==> config.mk <==
export PLATFORM = sky130hd
export DESIGN_NAME = unified_mem_arbiter
export DESIGN_NICKNAME = d
export VERILOG_FILES = /design/src/rtl/mips_pkg.sv /design/src/rtl/unified_mem_arbiter_starve_counter.sv /design/src/rtl/unified_mem_arbiter.sv
export SDC_FILE = /design/constraint.sdc
export NUM_CORES = 1
export LEC_CHECK = 0
export ABC_AREA = 1
export BUFFER_PORTS_ARGS = -buffer_cell sky130_fd_sc_hd__buf_4
export CORE_AREA = 2 2 90 92
export DETAILED_ROUTE_END_ITERATION = 10
export DIE_AREA = 0 0 92 94
export HOLD_SLACK_MARGIN = 0.12
export PLACE_DENSITY_LB_ADDON = 0.15
export SYNTH_ARGS = -nofsm -noshare
export SYNTH_HDL_FRONTEND = slang
export SYNTH_SLANG_ARGS = --single-unit
==> constraint.sdc <==
create_clock -name clk -period 1.9 [get_ports clk]
set_input_delay 0.38 -clock clk [delete_from_list [all_inputs] [get_ports clk]]
set_output_delay 0.38 -clock clk [all_outputs]
set_load 0.03 [all_outputs]
==> src/rtl/mips_pkg.sv <==
// Shared types and defaults for the unified instruction/data memory arbiter.
package mips_pkg;

   localparam int ADDR_W_DEF = 8;
   localparam int DATA_W_DEF = 32;

   // Which pipeline port owns the access currently in flight.
   typedef enum logic {
      OWN_IF = 1'b0,
      OWN_DM = 1'b1
   } owner_e;

   // Arbiter sequencing state.
   typedef enum logic {
      ST_IDLE = 1'b0,
      ST_BUSY = 1'b1
   } state_e;

   // Width needed to hold 0..max_val, never narrower than one bit.
   function automatic int cnt_width(input int max_val);
      return (max_val < 2) ? 1 : $clog2(max_val + 1);
   endfunction

endpackage

==> src/rtl/unified_mem_arbiter_starve_counter.sv <==
// Saturating counter of consecutive denied cycles for one requester.
module starve_counter
   import mips_pkg::*;
#(
   parameter int CNT_W = 3
) (
   input  logic             clk,
   input  logic             rst,
   input  logic             inc_i,
   input  logic             clr_i,
   input  logic [CNT_W-1:0] limit_i,
   output logic             at_limit_o
);

   logic [CNT_W-1:0] cnt_q, cnt_d;

   // Next count: clear wins, otherwise count up until the limit is reached.
   always_comb begin
      // NOTE: every variable written here gets a default first so no latch is inferred.
      cnt_d = cnt_q;
      if (clr_i) begin
         cnt_d = '0;
      end else if (inc_i && (cnt_q != limit_i)) begin
         cnt_d = cnt_q + CNT_W'(1);
      end
   end

   // Count register with synchronous reset.
   always_ff @(posedge clk) begin
      // NOTE: state registers use non-blocking assignments so all flops update together.
      if (rst) begin
         cnt_q <= '0;
      end else begin
         cnt_q <= cnt_d;
      end
   end

   assign at_limit_o = (cnt_q == limit_i);

endmodule

==> src/rtl/unified_mem_arbiter.sv <==
// Shares one single-ported synchronous memory between the IF and DM ports,
// sequencing the memory's fixed read latency and stalling the loser.
module unified_mem_arbiter
   import mips_pkg::*;
#(
   parameter int ADDR_W     = ADDR_W_DEF,
   parameter int DATA_W     = DATA_W_DEF,
   parameter int MEM_LAT    = 1,
   parameter int STARVE_MAX = 4
) (
   input  logic              clk,
   input  logic              rst,
   // instruction fetch port
   input  logic              if_req_i,
   input  logic [ADDR_W-1:0] if_addr_i,
   output logic              if_gnt_o,
   output logic              if_rvalid_o,
   output logic [DATA_W-1:0] if_rdata_o,
   // data memory port
   input  logic              dm_req_i,
   input  logic              dm_we_i,
   input  logic [ADDR_W-1:0] dm_addr_i,
   input  logic [DATA_W-1:0] dm_wdata_i,
   output logic              dm_gnt_o,
   output logic              dm_done_o,
   output logic [DATA_W-1:0] dm_rdata_o,
   // memory macro
   output logic              mem_en_o,
   output logic              mem_we_o,
   output logic [ADDR_W-1:0] mem_addr_o,
   output logic [DATA_W-1:0] mem_wdata_o,
   input  logic [DATA_W-1:0] mem_rdata_i,
   // pipeline control
   output logic              stall_if_o,
   output logic              stall_dm_o,
   output logic              busy_o
);

   localparam int               LAT_W    = 3;
   localparam logic [LAT_W-1:0] LAT_LOAD = LAT_W'(MEM_LAT);
   localparam int               SC_W     = cnt_width(STARVE_MAX);

   state_e            state_q, state_d;
   owner_e            owner_q, owner_d;
   logic [LAT_W-1:0]  lat_cnt_q, lat_cnt_d;
   logic [DATA_W-1:0] if_rdata_q, if_rdata_d;
   logic [DATA_W-1:0] dm_rdata_q, dm_rdata_d;

   logic final_cyc;
   logic gnt_window;
   logic if_prio;
   logic starve_at_limit;
   logic gnt_if, gnt_dm, any_gnt;
   logic if_rvalid, dm_done;

   // Final latency cycle: read data is on mem_rdata and the port may be re-granted.
   assign final_cyc  = (state_q == ST_BUSY) && (lat_cnt_q == LAT_W'(1));
   assign gnt_window = !rst && ((state_q == ST_IDLE) || final_cyc);

   // Starvation guard only overrides DM priority when it is enabled.
   assign if_prio = (STARVE_MAX != 0) && starve_at_limit;

   // Arbitration: DM first unless IF has been starved; never both in one cycle.
   always_comb begin
      gnt_if = 1'b0;
      gnt_dm = 1'b0;
      if (gnt_window) begin
         if (if_req_i && (!dm_req_i || if_prio)) begin
            gnt_if = 1'b1;
         end else if (dm_req_i) begin
            gnt_dm = 1'b1;
         end
      end
   end

   assign any_gnt = gnt_if || gnt_dm;

   starve_counter #(
      .CNT_W (SC_W)
   ) u_starve (
      .clk        (clk),
      .rst        (rst),
      .inc_i      (if_req_i && !gnt_if),
      .clr_i      (gnt_if || !if_req_i),
      .limit_i    (SC_W'(STARVE_MAX)),
      .at_limit_o (starve_at_limit)
   );

   // Next-state logic: count down the latency, reload on any grant.
   always_comb begin
      state_d   = state_q;
      owner_d   = owner_q;
      lat_cnt_d = lat_cnt_q;
      case (state_q)
         ST_IDLE: begin
            lat_cnt_d = '0;
         end
         ST_BUSY: begin
            lat_cnt_d = lat_cnt_q - LAT_W'(1);
            if (final_cyc) begin
               state_d = ST_IDLE;
            end
         end
      endcase
      if (any_gnt) begin
         state_d   = ST_BUSY;
         lat_cnt_d = LAT_LOAD;
         owner_d   = gnt_dm ? OWN_DM : OWN_IF;
      end
   end

   // Completion strobes for the owner of the access that is finishing.
   assign if_rvalid = !rst && final_cyc && (owner_q == OWN_IF);
   assign dm_done   = !rst && final_cyc && (owner_q == OWN_DM);

   // Read data capture so each port holds its last word between completions.
   always_comb begin
      if_rdata_d = if_rdata_q;
      dm_rdata_d = dm_rdata_q;
      if (if_rvalid) begin
         if_rdata_d = mem_rdata_i;
      end
      if (dm_done) begin
         dm_rdata_d = mem_rdata_i;
      end
   end

   // State, owner, latency and read-data registers; reset drops any access in flight.
   always_ff @(posedge clk) begin
      if (rst) begin
         state_q    <= ST_IDLE;
         owner_q    <= OWN_IF;
         lat_cnt_q  <= '0;
         if_rdata_q <= '0;
         dm_rdata_q <= '0;
      end else begin
         state_q    <= state_d;
         owner_q    <= owner_d;
         lat_cnt_q  <= lat_cnt_d;
         if_rdata_q <= if_rdata_d;
         dm_rdata_q <= dm_rdata_d;
      end
   end

   // Memory strobes are combinational in the grant cycle.
   always_comb begin
      mem_en_o    = any_gnt;
      mem_we_o    = 1'b0;
      mem_addr_o  = '0;
      mem_wdata_o = '0;
      if (gnt_dm) begin
         mem_we_o    = dm_we_i;
         mem_addr_o  = dm_addr_i;
         mem_wdata_o = dm_wdata_i;
      end else if (gnt_if) begin
         mem_addr_o  = if_addr_i;
      end
   end

   assign if_gnt_o    = gnt_if;
   assign dm_gnt_o    = gnt_dm;
   assign if_rvalid_o = if_rvalid;
   assign dm_done_o   = dm_done;
   assign if_rdata_o  = rst ? '0 : (if_rvalid ? mem_rdata_i : if_rdata_q);
   assign dm_rdata_o  = rst ? '0 : (dm_done ? mem_rdata_i : dm_rdata_q);
   assign stall_if_o  = !rst && if_req_i && !gnt_if;
   assign stall_dm_o  = !rst && dm_req_i && !gnt_dm;
   assign busy_o      = !rst && (state_q == ST_BUSY);

endmodule

==> results of run 1 <==
[metrics by stage]
stage	util [%]	std cells	setup slack, ns	hold slack, ns	area (µm²)
2_1_floorplan	-	434	-0.117	0.446	3250
3_3_place_gp	64.8	731	0.00363	0.455	4930
3_5_place_dp	64.8	731	-0.0583	0.460	4930
4_1_cts	90.3	790	-0.347	0.299	6870
[cells in the mapped netlist (2+ instances only)]
cell	count	area (µm²)
clkbuf_1	7	26.3
ha_1	4	50.1
inv_1	45	169
buf_4	6	45.0
dfxtp_1	72	1440
nor3_1	3	15.0
inv_2	4	15.0
a21oi_1	68	340
nor2_1	38	143
nand2_2	3	18.8
o21bai_1	2	15.0
nand2_1	164	616
buf_2	7	35.0
buf_6	3	33.8
[cell families after synthesis]
family | synth area share [%]
flops | 47.8
buf+inv | 10.9
xor+xnor | 0.291
fa+ha+maj | 1.66
simple gates | 27.2
compound gates | 12.2
[what timing repair did]
item	in CTS
pin swaps	42
gates cloned	11
resized for setup	340
setup buffers	32
endpoints found under the setup margin	112
hold buffers	0
==> out/results.tsv, run 1 <==
stage	metric	value	unit
floorplanning	die height	94	µm
clock_tree	clock root buffer	clkbuf_8	
logic_synthesis	Post-synth EDFFs	0	
logic_synthesis	asr flop ratio synth	0	%
clock_tree	# H-tree levels	3	
placed_design	gpl congestion	0.774	
floorplanning	Starting Density	39.6	%
logic_synthesis	synthesis warning total	0	
floorplanning	io pins	198	
status	Fail Step	global routing (5_1_grt)	
status	Stop Error	[ERROR DPL-0038] Utilization greater than 100%, impossible to legalize	
clock_tree	clock buffer depth	2	
logic_synthesis	Cell variety after synth	22	
global_routing	largest net degree at the start of global routing	44	
floorplanning	row cnt	32	
logic_synthesis	Synth Flop Type	dfxtp_1	
logic_synthesis	syn nets	523	
floorplanning	Die Span X	92	µm
clock_tree	CTS buffer count	9	
logic_synthesis	Cells after Synth	434	
sta	Worst endpoint type	top-level output	
status	status	stopped before the end	
placed_design	DP HPWL	7.51	mm
sta	Worst EP post-GRT repair	dm_rdata_o[4]	
clock_tree	Sinks on Clock Net	72	
logic_synthesis	Syn Area/Cell	6.95	µm²
logic_synthesis	#FFs+latches synth	72	
logic_synthesis	Mapped Area	0.00302	mm²
logic_synthesis	Seq/Total Area, Yosys	47.8	%
placed_design	I/O Buffers	197	
==> inputs of run 2 (changes only) <==
CORE_AREA = 2 2 113 115   (was 2 2 90 92)
DIE_AREA = 0 0 115 117   (was 0 0 92 94)
HOLD_SLACK_MARGIN = not set   (was 0.12)
==> out/results.tsv, run 2 <==
stage	metric	value	unit	change
clock_tree	CTS Hold Bufs	0		unchanged
final_layout	Synth-to-Final Area Change	138	%	
worst_setup_path	critical path arrival	1.83	ns	
global_routing	grt total ovfl	0		
floorplanning	core area	0.0123	mm²	
worst_setup_path	worst r2r src	u_starve.cnt_q[0]		
detailed_routing	Post-Route WL	12.5	mm	
final_layout	layout cells sized above 1	67.7	%	
final_layout	final net count	767		
final_layout	most common cell after layout, fill and taps aside	buf_4		
worst_setup_path	Worst R2R Path Depth	13		
detailed_routing	DRT antenna net count	0		
worst_setup_path	crit start category	flip-flop		
sta	clock skew	0.00533	ns	
detailed_routing	Initial DRT Pass Iterations	4		
placed_design	DP HPWL	7.22	mm	-3.9%
sta	Pins Over Slew Limit	0		
final_layout	Regs by FF count	dm_rdata_q: 32 flops, if_rdata_q: 32 flops		
logic_synthesis	Post-synth top cells	nand2_1 (164), dfxtp_1 (72), a21oi_1 (68)		
sta	final setup vio count	112		
power	Lkg Pwr	3.20	nW	
final_layout	antenna cells	0		
global_routing	largest net degree at the start of global routing	43		
global_routing	met1 Track Usage GR	18.4	%	
sta	unrepaired setup endpoints after global routing	true		
clock_tree	Worst-Skew Late Latency	0.33	ns	
final_layout	Non-Filler Instances	832		
logic_synthesis	#FFs+latches synth	72		unchanged
clock_tree	CTS buffer count	9		unchanged
logic_synthesis	synthesis warning total	0		unchanged
final_layout	commonest non-fill, non-tap cells in the layout	buf_4 (126), buf_6 (109), nand2_1 (93)		
clock_tree	clock root buffer	clkbuf_16		
logic_synthesis	Seq/Total Area, Yosys	47.8	%	unchanged
sta	Final min period	2.21	ns	
sta	PnR worst setup slack	-0.307	ns	
placed_design	gpl congestion	0.722		-6.7%
sta	worst-margin pin slew	0.433	ns	
final_layout	sequential cell area	0.00145	mm²	
logic_synthesis	Post-synth EDFFs	0		unchanged
floorplanning	io pins	198		unchanged
floorplanning	die area	0.0135	mm²	
logic_synthesis	Cell variety after synth	22		unchanged
final_layout	multi-input logic area	0.00243	mm²	
clock_tree	# H-tree levels	3		unchanged
logic_synthesis	Yosys top cell area share	47.8	%	unchanged
job	Max Cap Viol	0		
floorplanning	Die Span X	115	µm	+25%
floorplanning	Starting Density	24.5	%	-15 points
sta	Setup TNS Final	-28.44	ns	
power	power per cell area	581	mW/mm²	
clock_tree	CTS tree	done		
logic_synthesis	top cell type by total area after synthesis	dfxtp_1		
clock_tree	clock buffer depth	2		unchanged
global_routing	first-pass GRT wire length	17.6	mm	
global_routing	initial antenna violation count	0		
hold_path	Hold Crit Class	in -> reg		
global_routing	met2 usage	30.7	%	
placed_design	Placed Instances	779		+6.6%
sta	Fin. Hold Viols	0		
sta	Tcrit/Tclk final	116	%	
placed_design	I/O Buffers	197		unchanged
hold_path	worst hold endpoint	if_rdata_q[5]		
global_routing	vias in the first global route	3656		
worst_setup_path	CP Capture Type	primary output		
sta	achievable frequency	453	MHz	
logic_synthesis	asr flop ratio synth	0	%	unchanged
floorplanning	die height	117	µm	+24%
sta	relative slew slack	71.1	%	
status	violated checks	negative setup slack		
worst_setup_path	setup slack, reg-to-reg	0.15	ns	
worst_setup_path	critical path type	reg -> out		
final_layout	number of fill cells	1100		
clock_tree	Clk pin slew, worst setup/hold paths	0.06	ns	
status	status	finished, violations left		
logic_synthesis	Cells after Synth	434		unchanged
logic_synthesis	syn nets	523		unchanged
worst_setup_path	reg-to-reg endpoint	u_starve.cnt_q[1]		
worst_setup_path	Critical Path Fanout Max	6		
detailed_routing	post-route DRC violation count	0		
worst_setup_path	CP Data Required Time	1.52	ns	
logic_synthesis	Synth Flop Type	dfxtp_1		
power	maximum VDD drop	0.000430	V	
detailed_routing	First DRT Iteration DRCs	50		
detailed_routing	Vias/cell	4.43		
logic_synthesis	Syn Area/Cell	6.95	µm²	unchanged
logic_synthesis	most common cell in the synthesized netlist	nand2_1		
floorplanning	row cnt	41		+28%
global_routing	gr busiest metal	met2		
detailed_routing	Via Count	3687		
global_routing	Total GRT Usage	16.8	%	
hold_path	hold path startpoint	mem_rdata_i[5]		
detailed_routing	average wire per standard cell	15.0	µm	
global_routing	met3 GRT Util	5.05	%	
logic_synthesis	Mapped Area	0.00302	mm²	unchanged
logic_synthesis	ranking of synthesized cells by area	dfxtp_1 (48%), nand2_1 (20%), a21oi_1 (11%)		
clock_tree	Sinks on Clock Net	72		unchanged
hold_path	hold depth	3		
run 2: power by group:
group	switching, mW	internal [mW]
clock network	0.624	1.04
logic	0.531	0.406
registers	0.0167	1.54
run 2: kinds of logic (layout without fill, tap and decap cells):
family,Yosys count,after routing,share of synthesized area (%)
adder cells (fa/ha/maj),4,4,1.66
AO/OA/AOI/OAI,72,72,12.2
AND/OR/NAND/NOR,212,212,27.2
flip-flops,72,72,47.8
buffers and inverters,73,321,10.9
XOR/XNOR,1,1,0.291
run 2: routing by layer:
layer  up-vias  part of all wire, %
li1       1818                    -
met1      1713                   38
met2       139                   53
met3        17                  7.8
met4         0                  1.6
met5         -                    0
run 2: metrics by stage:
stage | util (%) | hold slack [ns] | cell area [µm²] | total power [mW] | setup slack (ns)
floorplan | - | 0.446 | 3250 | 1.92 | -0.117
global placement | 40.5 | 0.454 | 4990 | 2.22 | -0.0409
detailed placement | 40.5 | 0.463 | 4990 | 2.23 | -0.0823
CTS | 51.7 | 0.323 | 6370 | 4.12 | -0.356
global route | 58.3 | 0.337 | 7170 | 4.34 | -0.378
finish | 58.3 | 0.339 | 7170 | 4.17 | -0.307
run 2: worst max-delay path, cell delays in order (launching register included):
cell and delay (ns):
dfxtp_2 0.31, inv_2 0.07, ha_4 0.14, nand2_4 0.05, nand2_1 0.12, nand2_2 0.10, nor2_4 0.14, buf_12 0.24
inv_8 0.08, nor2_4 0.10, buf_6 0.14
run 2: what timing repair did:
item                                    CTS  global route
endpoints found under the setup margin  112           115
pin swaps                                15            54
cloned                                    7             5
resized for setup                       228           163
setup buffers                            21            15
run 2: cell type report:
class | instances | area share, %
Clock buffer | 12 | 3.44
Inverter | 50 | 3.26
Timing Repair Buffer | 251 | 34.8
Timing Repair inverter | 5 | 1.15
Sequential cell | 72 | 20.2
Clock inverter | 3 | 0.593
Multi-Input combinational cell | 289 | 33.9
Tap cell | 150 | 2.62
run 2: how the worst max path moves through the flow:
stage                      startpoint  depth (start not counted)              end  slack [ns]
CTS                      lat_cnt_q[1]                         11    if_rdata_o[9]       -0.36
global route             lat_cnt_q[1]                         10   dm_rdata_o[23]       -0.38
global placement                  rst                         10   dm_rdata_o[11]       -0.04
detailed placement  u_starve.cnt_q[0]                         10  mem_wdata_o[21]       -0.08
floorplan           u_starve.cnt_q[0]                         10  mem_wdata_o[10]       -0.12
finish                   lat_cnt_q[1]                         10  mem_wdata_o[22]       -0.31
(Power assumes the default switching activity.)
